<file path="src/rtl/arb_pkg.sv">
// Shared types and constants for the IF/MEM single-port memory arbiter.
package arb_pkg;

    typedef enum logic [1:0] {
        IDLE   = 2'd0,
        BUSY_I = 2'd1,
        BUSY_D = 2'd2
    } arb_state_t;

    localparam int LAT_DEFAULT = 2;
    // Wide enough for the largest legal latency (15).
    localparam int CNT_W       = 4;

endpackage

</file>
<file path="src/rtl/arb_lat_counter.sv">
// Latency down-counter: loads the access latency on a grant and counts down while busy.
module arb_lat_counter
    import arb_pkg::*;
(
    input  logic             clk,
    input  logic             rst,
    input  logic             load,
    input  logic             dec,
    input  logic [CNT_W-1:0] value,
    output logic             zero
);

    logic [CNT_W-1:0] r_cnt;

    always_ff @(posedge clk) begin
        if (rst) begin
            r_cnt <= '0;
        end else if (load) begin
            r_cnt <= value;
        end else if (dec && (r_cnt != '0)) begin
            r_cnt <= r_cnt - 1'b1;
        end
    end

    assign zero = (r_cnt == '0);

endmodule

</file>
<file path="src/rtl/mem_port_arbiter.sv">
// Arbitrates IF fetches and MEM data accesses onto one fixed-latency single-port RAM.
// Define ARB_RR_EN for round-robin arbitration; otherwise data always wins over fetch.
module mem_port_arbiter
    import arb_pkg::*;
#(
    parameter int LAT    = LAT_DEFAULT,
    parameter int ADDR_W = 64,
    parameter int DATA_W = 64
) (
    input  logic              clk,
    input  logic              rst,
    input  logic              if_req,
    input  logic [ADDR_W-1:0] if_addr,
    output logic              if_done,
    output logic [31:0]       if_rdata,
    input  logic              mem_req,
    input  logic              mem_we,
    input  logic [ADDR_W-1:0] mem_addr,
    input  logic [DATA_W-1:0] mem_wdata,
    output logic              mem_done,
    output logic [DATA_W-1:0] mem_rdata,
    output logic              stall_if,
    output logic              stall_mem,
    output logic              ram_en,
    output logic              ram_we,
    output logic [ADDR_W-1:0] ram_addr,
    output logic [DATA_W-1:0] ram_wdata,
    input  logic [DATA_W-1:0] ram_rdata
);

    arb_state_t        r_state;
    arb_state_t        w_state_nxt;
    logic              w_grant_i;
    logic              w_grant_d;
    logic              w_pick_d;
    logic              w_zero;
    logic              r_ram_en;
    logic              r_ram_we;
    logic              r_we;
    logic [ADDR_W-1:0] r_addr;
    logic [DATA_W-1:0] r_wdata;

`ifdef ARB_RR_EN
    // Set when data took the last grant; resets to "fetch" so data wins first.
    logic r_last_d;

    always_ff @(posedge clk) begin
        if (rst) begin
            r_last_d <= 1'b0;
        end else if (w_grant_d) begin
            r_last_d <= 1'b1;
        end else if (w_grant_i) begin
            r_last_d <= 1'b0;
        end
    end

    assign w_pick_d = mem_req & (~if_req | ~r_last_d);
`else
    assign w_pick_d = mem_req;
`endif

    always_ff @(posedge clk) begin
        if (rst) begin
            r_state <= IDLE;
        end else begin
            r_state <= w_state_nxt;
        end
    end

    always_comb begin
        w_state_nxt = r_state;
        w_grant_i   = 1'b0;
        w_grant_d   = 1'b0;
        if_done     = 1'b0;
        mem_done    = 1'b0;
        unique case (r_state)
            IDLE: begin
                if (w_pick_d) begin
                    w_grant_d   = 1'b1;
                    w_state_nxt = BUSY_D;
                end else if (if_req) begin
                    w_grant_i   = 1'b1;
                    w_state_nxt = BUSY_I;
                end
            end
            BUSY_I: begin
                if (w_zero) begin
                    if_done     = 1'b1;
                    w_state_nxt = IDLE;
                end
            end
            BUSY_D: begin
                if (w_zero) begin
                    mem_done    = 1'b1;
                    w_state_nxt = IDLE;
                end
            end
            default: w_state_nxt = IDLE;
        endcase
    end

    arb_lat_counter u_lat_cnt (
        .clk   (clk),
        .rst   (rst),
        .load  (w_grant_i | w_grant_d),
        .dec   (r_state != IDLE),
        .value (CNT_W'(LAT)),
        .zero  (w_zero)
    );

    // Request fields are captured at grant so the RAM sees them stable for the whole access.
    always_ff @(posedge clk) begin
        if (rst) begin
            r_ram_en <= 1'b0;
            r_ram_we <= 1'b0;
            r_we     <= 1'b0;
            r_addr   <= '0;
            r_wdata  <= '0;
        end else begin
            r_ram_en <= w_grant_i | w_grant_d;
            r_ram_we <= w_grant_d & mem_we;
            if (w_grant_d) begin
                r_we    <= mem_we;
                r_addr  <= mem_addr;
                r_wdata <= mem_wdata;
            end else if (w_grant_i) begin
                r_we    <= 1'b0;
                r_addr  <= if_addr;
            end
        end
    end

    assign ram_en    = r_ram_en;
    assign ram_we    = r_ram_we;
    assign ram_addr  = r_addr;
    assign ram_wdata = r_wdata;

    assign if_rdata  = !if_done ? 32'h0 : (r_addr[2] ? ram_rdata[63:32] : ram_rdata[31:0]);
    assign mem_rdata = (mem_done && !r_we) ? ram_rdata : '0;

    assign stall_if  = if_req & ~if_done;
    assign stall_mem = mem_req & ~mem_done;

endmodule

</file>
<file path="config.mk">
export PLATFORM = sky130hd
export DESIGN_NAME = mem_port_arbiter
export DESIGN_NICKNAME = d
export VERILOG_FILES = /design/src/rtl/arb_pkg.sv /design/src/rtl/arb_lat_counter.sv /design/src/rtl/mem_port_arbiter.sv
export SDC_FILE = /design/constraint.sdc
export NUM_CORES = 1
export LEC_CHECK = 0
export CAP_MARGIN = 20
export CELL_PAD_IN_SITES_DETAIL_PLACEMENT = 1
export CELL_PAD_IN_SITES_GLOBAL_PLACEMENT = 2
export CORE_MARGIN = 5
export CORE_UTILIZATION = 17
export DETAILED_ROUTE_END_ITERATION = 10
export PLACE_DENSITY_LB_ADDON = 0.1
export SLEW_MARGIN = 20
export SYNTH_ARGS = -nofsm -noshare
export SYNTH_HDL_FRONTEND = slang
export SYNTH_SLANG_ARGS = --single-unit
</file>
<file path="constraint.sdc">
create_clock -name clk -period 2.6 [get_ports clk]
set_clock_uncertainty 0.1 [all_clocks]
set_input_delay 0.26 -clock clk [delete_from_list [all_inputs] [get_ports clk]]
set_output_delay 0.26 -clock clk [all_outputs]
set_load 0.005 [all_outputs]
</file>
==> out/results.txt <==
The run finished, with violations left. The checks that failed: setup timing. The standard-cell row count was 70; the final global-route overflow total was 0. Yosys instantiated no cell more often than dfxtp_1. The terminating pin of the worst hold path is r_state[1].

The detailed router finished its first iteration with 195 violations. The run gives 11800 um2 as the instance area at placement. 491 I/O pins were placed.

The worst hold path was traced through 4 stages. Counting every sink on the clock net gives 137. The fraction of final layout cells with drive strength greater than 1 was 0.221.

The sequential share of the synthesized area came out at 0.439. The final layout contains routed wiring with a total length of 34700 um. The die is 202 um wide. Of all nets on the critical path, the largest fanout is 6. The relative slew slack was 0.450; the max-slew violation count was 0. The setup check on the worst reg-to-reg path leaves a slack of -0.11 ns. The number of register bits inferred by synthesis was 137; the via density per instance was 4.13.

In this run the critical register-to-register path is launched from u_lat_cnt.r_cnt[1]. The count of nets left with antenna violations after detail routing is 0, and the largest net degree at the start of global routing is 70. Setup repair after global routing could not meet its margin everywhere.

The run gives 2.24 ns as the required arrival time at the worst endpoint. The worst register-to-register path has a depth of 19. At the pin with the least slew margin, the transition time is 0.825 ns. Reported max-cap violation count: 0. For the worst setup path, the data arrival time is 2.37 ns. The number of synthesis warnings came out at 0. In the final layout, the multi-input gates occupy 3330 um2. Measured along the y axis, the die boundary spans 202 um.

The filler cell count in the final layout is 4172. Startpoint type of the worst setup path: a register. Count of buffers from port buffering: 490.

The logs give 366 MHz for the maximum operating frequency and -0.133 ns for the post-route worst setup slack. The run gives 436 uV as the maximum resistive drop on vdd. Routability-driven placement finished with a final weighted congestion of 0.779. The die covers 40700 um2. The initial core utilization came out at 0.172.

The net count of the finished layout is 1478. CTS built an H-tree with a depth of 4. The number of antenna violations at the first check in global routing was 1.

When the netlist entered floorplanning its net count stood at 958. The average instance in the mapped netlist occupies 9.02 um2. TritonCTS built the clock tree. The final instance area is 12900 um2. The area of the mapped netlist was 6250 um2; the async set-or-reset flop fraction in the synthesized netlist was 0. For the total routing usage reported by global routing, the log shows 0.160.

The tools report the core area as 36400 um2. Before antenna repair, the detailed router went through 4 iterations. Storage element area: 2750 um2.

The tightest min-delay check is of the input port to register type. After clock tree synthesis, the clock-pin slew on the worst setup and hold paths is 0.06 ns. Dividing total power by cell area gives a power density of 595 nW/um2.

The first global-routing pass estimated 49600 um of wire. The clock period minus worst slack was 2.73 ns; the number of buffers on the longest clock path was 2. For the number of endpoints with negative hold slack in the final report, the log shows 0.

The worst setup path is of the register to output port kind. The post-DP HPWL was 26000 um; the ratio of final minimum period to clock period was 1.05. For this design, the CTS-stage hold fixing added 0 buffers. The logs give 47 for the final count of negative-setup-slack endpoints and 7501 for the via count of the first global-routing pass.

Yosys attributes the largest share of cell area to dfxtp_1, mux2i_1, o2bb2ai_1, nand2_1, and2_2. The number of synthesized flops with an enable pin was 0. The critical register-to-register path endpoint was u_lat_cnt.r_cnt[1]. The area growth from synthesis to final layout is 106%, and the clock buffer count from CTS is 17.

The analysis attributes to cell leakage a power of 5.11 nW. The tools report the clock network latency to the later pin of the worst-skew pair as 0.42 ns. The share of the synthesized area in the top cell type came out at 0.439.

The cell chosen for the clock root is clkbuf_16. For this run, the leading register cell type out of synthesis is dfxtp_1. The post-layout total power is 7.67 mW. After detailed routing, the number of remaining DRC violations is 0. The run gives 6994 as the number of vias in the routed layout. Largest area contributor in the netlist: dfxtp_1. The wire length per cell after detailed routing came out at 20.5 um.

Synthesis produced 693 cells. STA classifies the critical path endpoint as an output port. The run gives 29 as the distinct cell type count of the synthesized netlist. Beginning of the worst hold path: rst. Sorting the synthesized cells by how often they occur yields dfxtp_1, nand2_1, mux2i_1.
## cell type report
cell class                 count  share of cell area
antenna                        1            0.000194
clock buffer                  20              0.0339
clock inverter                12             0.00922
inverter                       9             0.00262
multi-input combinational    489               0.258
sequential                   137               0.213
tap                          468              0.0454
timing repair buffer         559               0.437
## cell usage in the layout, fill, tap and decap left out, types with 3 or more instances in the layout
| cell | count |
|---|---|
| nand2_1 | 130 |
| clkdlybuf4s15_1 | 4 |
| buf_12 | 10 |
| and2_2 | 4 |
| inv_1 | 7 |
| clkdlybuf4s50_1 | 390 |
| nor2b_1 | 3 |
| o2bb2ai_1 | 64 |
| buf_4 | 39 |
| clkbuf_1 | 3 |
| nor2_1 | 33 |
| clkbuf_2 | 28 |
| dfxtp_2 | 3 |
| and2_4 | 62 |
| a21oi_1 | 67 |
| clkinvlp_4 | 5 |
| dfxtp_1 | 134 |
| clkbuf_16 | 20 |
| o21ai_0 | 4 |
| a21boi_0 | 3 |
| mux2i_1 | 96 |
| buf_6 | 76 |
| ha_1 | 3 |
## power by group
| group | total (mW) | internal (mW) | switching (mW) |
|---|---|---|---|
| sequential | 2.51 | 2.37 | 0.142 |
| clock | 2.33 | 1.33 | 0.998 |
| combinational | 2.84 | 1.69 | 1.15 |
| total | 7.67 | 5.38 | 2.29 |
## repair_timing
action	in CTS	in global routing
gates cloned	4	4
buffers inserted	30	11
pin swaps	3	24
gates resized for setup	228	249
setup endpoints to repair	85	65
## registers in the layout, indices dropped and copies added, names as in the netlist
name,cells
r_state,2
r_we,1
ram_addr,64
ram_en,1
ram_wdata,64
ram_we,1
u_lat_cnt.r_cnt,4
## routing by layer
layer	routed length [um]	GRT usage	up-vias
li1	-	-	3424
met4	449	0.0344	0
met1	12900	0.168	3268
met2	18600	0.301	279
met3	2730	0.0629	23
met5	0	0	-
## logic make-up after synthesis
family,count (synthesis),synth area share
AO/OA/AOI/OAI,144,0.157
multiplexers,96,0.154
AND/OR/NAND/NOR,245,0.196
adder cells (fa/ha/maj),4,0.00801
flip-flops,137,0.439
buffers and inverters,67,0.0466
## stage by stage
| stage | hold slack [ns] | utilization | std cells | setup slack [ns] | TNS (ns) |
|---|---|---|---|---|---|
| after floorplan | 0.296 | - | 693 | 0.680 | 0 |
| after global placement | 0.342 | 0.324 | 1619 | 0.131 | 0 |
| after detailed placement | 0.345 | 0.324 | 1619 | 0.0835 | 0 |
| after CTS | 0.0708 | 0.348 | 1685 | -0.303 | -1.13 |
| after global routing | 0.148 | 0.354 | 1695 | -0.230 | -8.05 |
| final | 0.125 | 0.354 | 1695 | -0.133 | -2.55 |
## how the worst max path moves through the flow
stage,to,slack (ns),cells after the start,start
after floorplan,mem_rdata[10],0.68,6,u_lat_cnt.r_cnt[0]
after global placement,mem_rdata[31],0.13,7,u_lat_cnt.r_cnt[0]
after detailed placement,mem_rdata[30],0.08,7,u_lat_cnt.r_cnt[0]
after CTS,u_lat_cnt.r_cnt[1],-0.30,21,u_lat_cnt.r_cnt[1]
after global routing,mem_rdata[56],-0.23,11,u_lat_cnt.r_cnt[1]
final,mem_rdata[24],-0.13,11,u_lat_cnt.r_cnt[1]
## worst max-delay path, stage by stage (launching register included)
cell and delay [ns]:
dfxtp_2 0.32, inv_2 0.08, buf_6 0.10, ha_4 0.11, or3b_4 0.39, nor3b_4 0.25, buf_6 0.16, buf_6 0.13
buf_6 0.10, buf_6 0.09, and2_4 0.13, buf_6 0.08
(Power assumes the default switching activity.)
==> variant: new RTL, config.mk and constraints unchanged <==
The option `ARB_RR_EN` is turned on by a define.
--- a/src/rtl/mem_port_arbiter.sv
+++ b/src/rtl/mem_port_arbiter.sv
@@ -1,5 +1,7 @@
 // Arbitrates IF fetches and MEM data accesses onto one fixed-latency single-port RAM.
 // Define ARB_RR_EN for round-robin arbitration; otherwise data always wins over fetch.
+`define ARB_RR_EN
+
 module mem_port_arbiter
     import arb_pkg::*;
 #(
Behaviour: not the same (Yosys sat finds a counterexample within 10 cycles, from zero or initial values and one cycle with rst high).
==> variant against the unedited design <==
  * The flow still finishes with violations (setup timing)
  * Area after synthesis fell by 0.24%
  * Worst setup slack worse by 0.0075 ns
  * Final area is 2.2% lower
  * Power shrank 1.9%
  * Wire length down 3.5%
  * Cell count rose by 1.4%
  * Maximum frequency shrank 0.27%
  * Sequential cell count rose by 1
==> variant: results (changes against the unedited design) <==
* Aggregate global-route resource usage at 0.155 (-0.00521)
* Worst hold path endpoint: ram_addr[11]$_SDFFE_PP0P_
* Worst R2R Start: r_state[0]$_SDFFE_PP0P_
* Max IR drop VDD at 0.379 mV (-13%)
* Initial detailed-routing violation count at 130 (-33%)
* Multiplexer share of the synthesized area at 0.154 (+0.000370)
* Violations in the final reports: setup timing
* Distinct cells, synth at 33 (+14%)
* Lkg Pwr at 5.70 nW (+12%)
* Placed Instance Area at 11700 um2 (-1.1%)
* Number of gates resized after CTS at 50 (-78%)
* Sequential element share of the synthesized area at 0.443 (+0.00427)
* Final-layout setup total negative slack at -0.970 ns (+1.58 ns)
* Run status: complete, but fails checks
* Largest fanout of any net on the critical path at 16 (+10)
* Vias at 6976 (-0.26%)
* Non-clock buffer share of cell area at 0.429 (-0.00865)
* Non-clk invs at 7 (-2)
* Number of antenna violations at the first check in global routing at 3 (+2)
* Synth area leaders: sky130_fd_sc_hd__dfxtp_1 44%, sky130_fd_sc_hd__mux2i_1 15%, sky130_fd_sc_hd__nand2_1 12%
* Total Nets Final at 1502 (+1.6%)
* Sequential fraction of total cell area at 0.219 (+0.00627)
* Met2 wirelength from detailed routing at 17500 um (-6.1%)
* Met3 wirelength from detailed routing at 2530 um (-7.3%)
* Setup slack of the critical path after layout at -0.141 ns (-0.00753 ns)
* Hold slack at 0.157 ns (+0.0313 ns)
* Share of the synthesized area in compound gates (AO/OA/AOI/OAI) at 0.117 (-0.0405)
* Met1 Use GR at 0.165 (-0.00244)
* Depth of the worst register-to-register path at 7 (-12)
* Share of post-route cells with drive strength above 1 at 0.0729 (-0.148)
* Final-layout clock buffer total at 18 (-10%)
* Delay contributed by the slowest stage of the critical path at 0.50 ns (+0.11 ns)
* Cell Count Post-Placement at 1670 (+3.2%)
* Final Setup Violations at 8 (-83%)
* Utilization after layout at 0.346 (-0.00776)
* First-pass GRT wire length at 47600 um (-3.9%)
* Area used by sequential logic in the layout at 2770 um2 (+0.68%)
* Portion of total power attributed to sequential cells at 0.333 (+0.006)
* Vias in the first global route at 7361 (-1.9%)
* Arithmetic-cell share of the synthesized area counting full adders, half adders and majority gates at 0.00802 (+0.0000193)
* Routed length on met1 at 13000 um (+0.66%)
* Topmost layer with routed signal wires: met5
* Synthesized area per cell at 8.24 um2 (-8.7%)
* Max-slew headroom at the worst pin at 0.744 (+0.294)
* Fraction of synthesized cell area in xor and xnor cells at 0.00140 (+0.00140)
* R2r setup slk at 0.44 ns (+0.55 ns)
* Areal power density over the cells at 597 nW/um2 (+0.34%)
* Clock distribution area overhead in the final layout at 0.0519 (+0.00881)
-- variant: changes by cell type in the layout (fill, tap and decap cells not counted), moves of 7 or more --
cell                              before  now
sky130_fd_sc_hd__clkdlybuf4s50_1     390  399
sky130_fd_sc_hd__o21ai_1               1   56
sky130_fd_sc_hd__dlymetal6s2s_1        2   49
sky130_fd_sc_hd__and2_1                2   66
sky130_fd_sc_hd__o21ai_0               4   11
sky130_fd_sc_hd__dlygate4sd2_1         1   23
sky130_fd_sc_hd__o2bb2ai_1            64    1
sky130_fd_sc_hd__clkbuf_2             28   15
sky130_fd_sc_hd__and2_4               62    0
sky130_fd_sc_hd__nand2_1             130  196
sky130_fd_sc_hd__buf_6                76    2
sky130_fd_sc_hd__buf_4                39   10
-- variant: kinds of logic (layout without fill, tap and decap cells) --
logic type,after synthesis,after routing
other cells,0,1
buf+inv,66,558
flops,138,138
xor+xnor,1,1
compound gates,141,141
fa+ha+maj,4,4
simple gates,311,311
mux,96,96
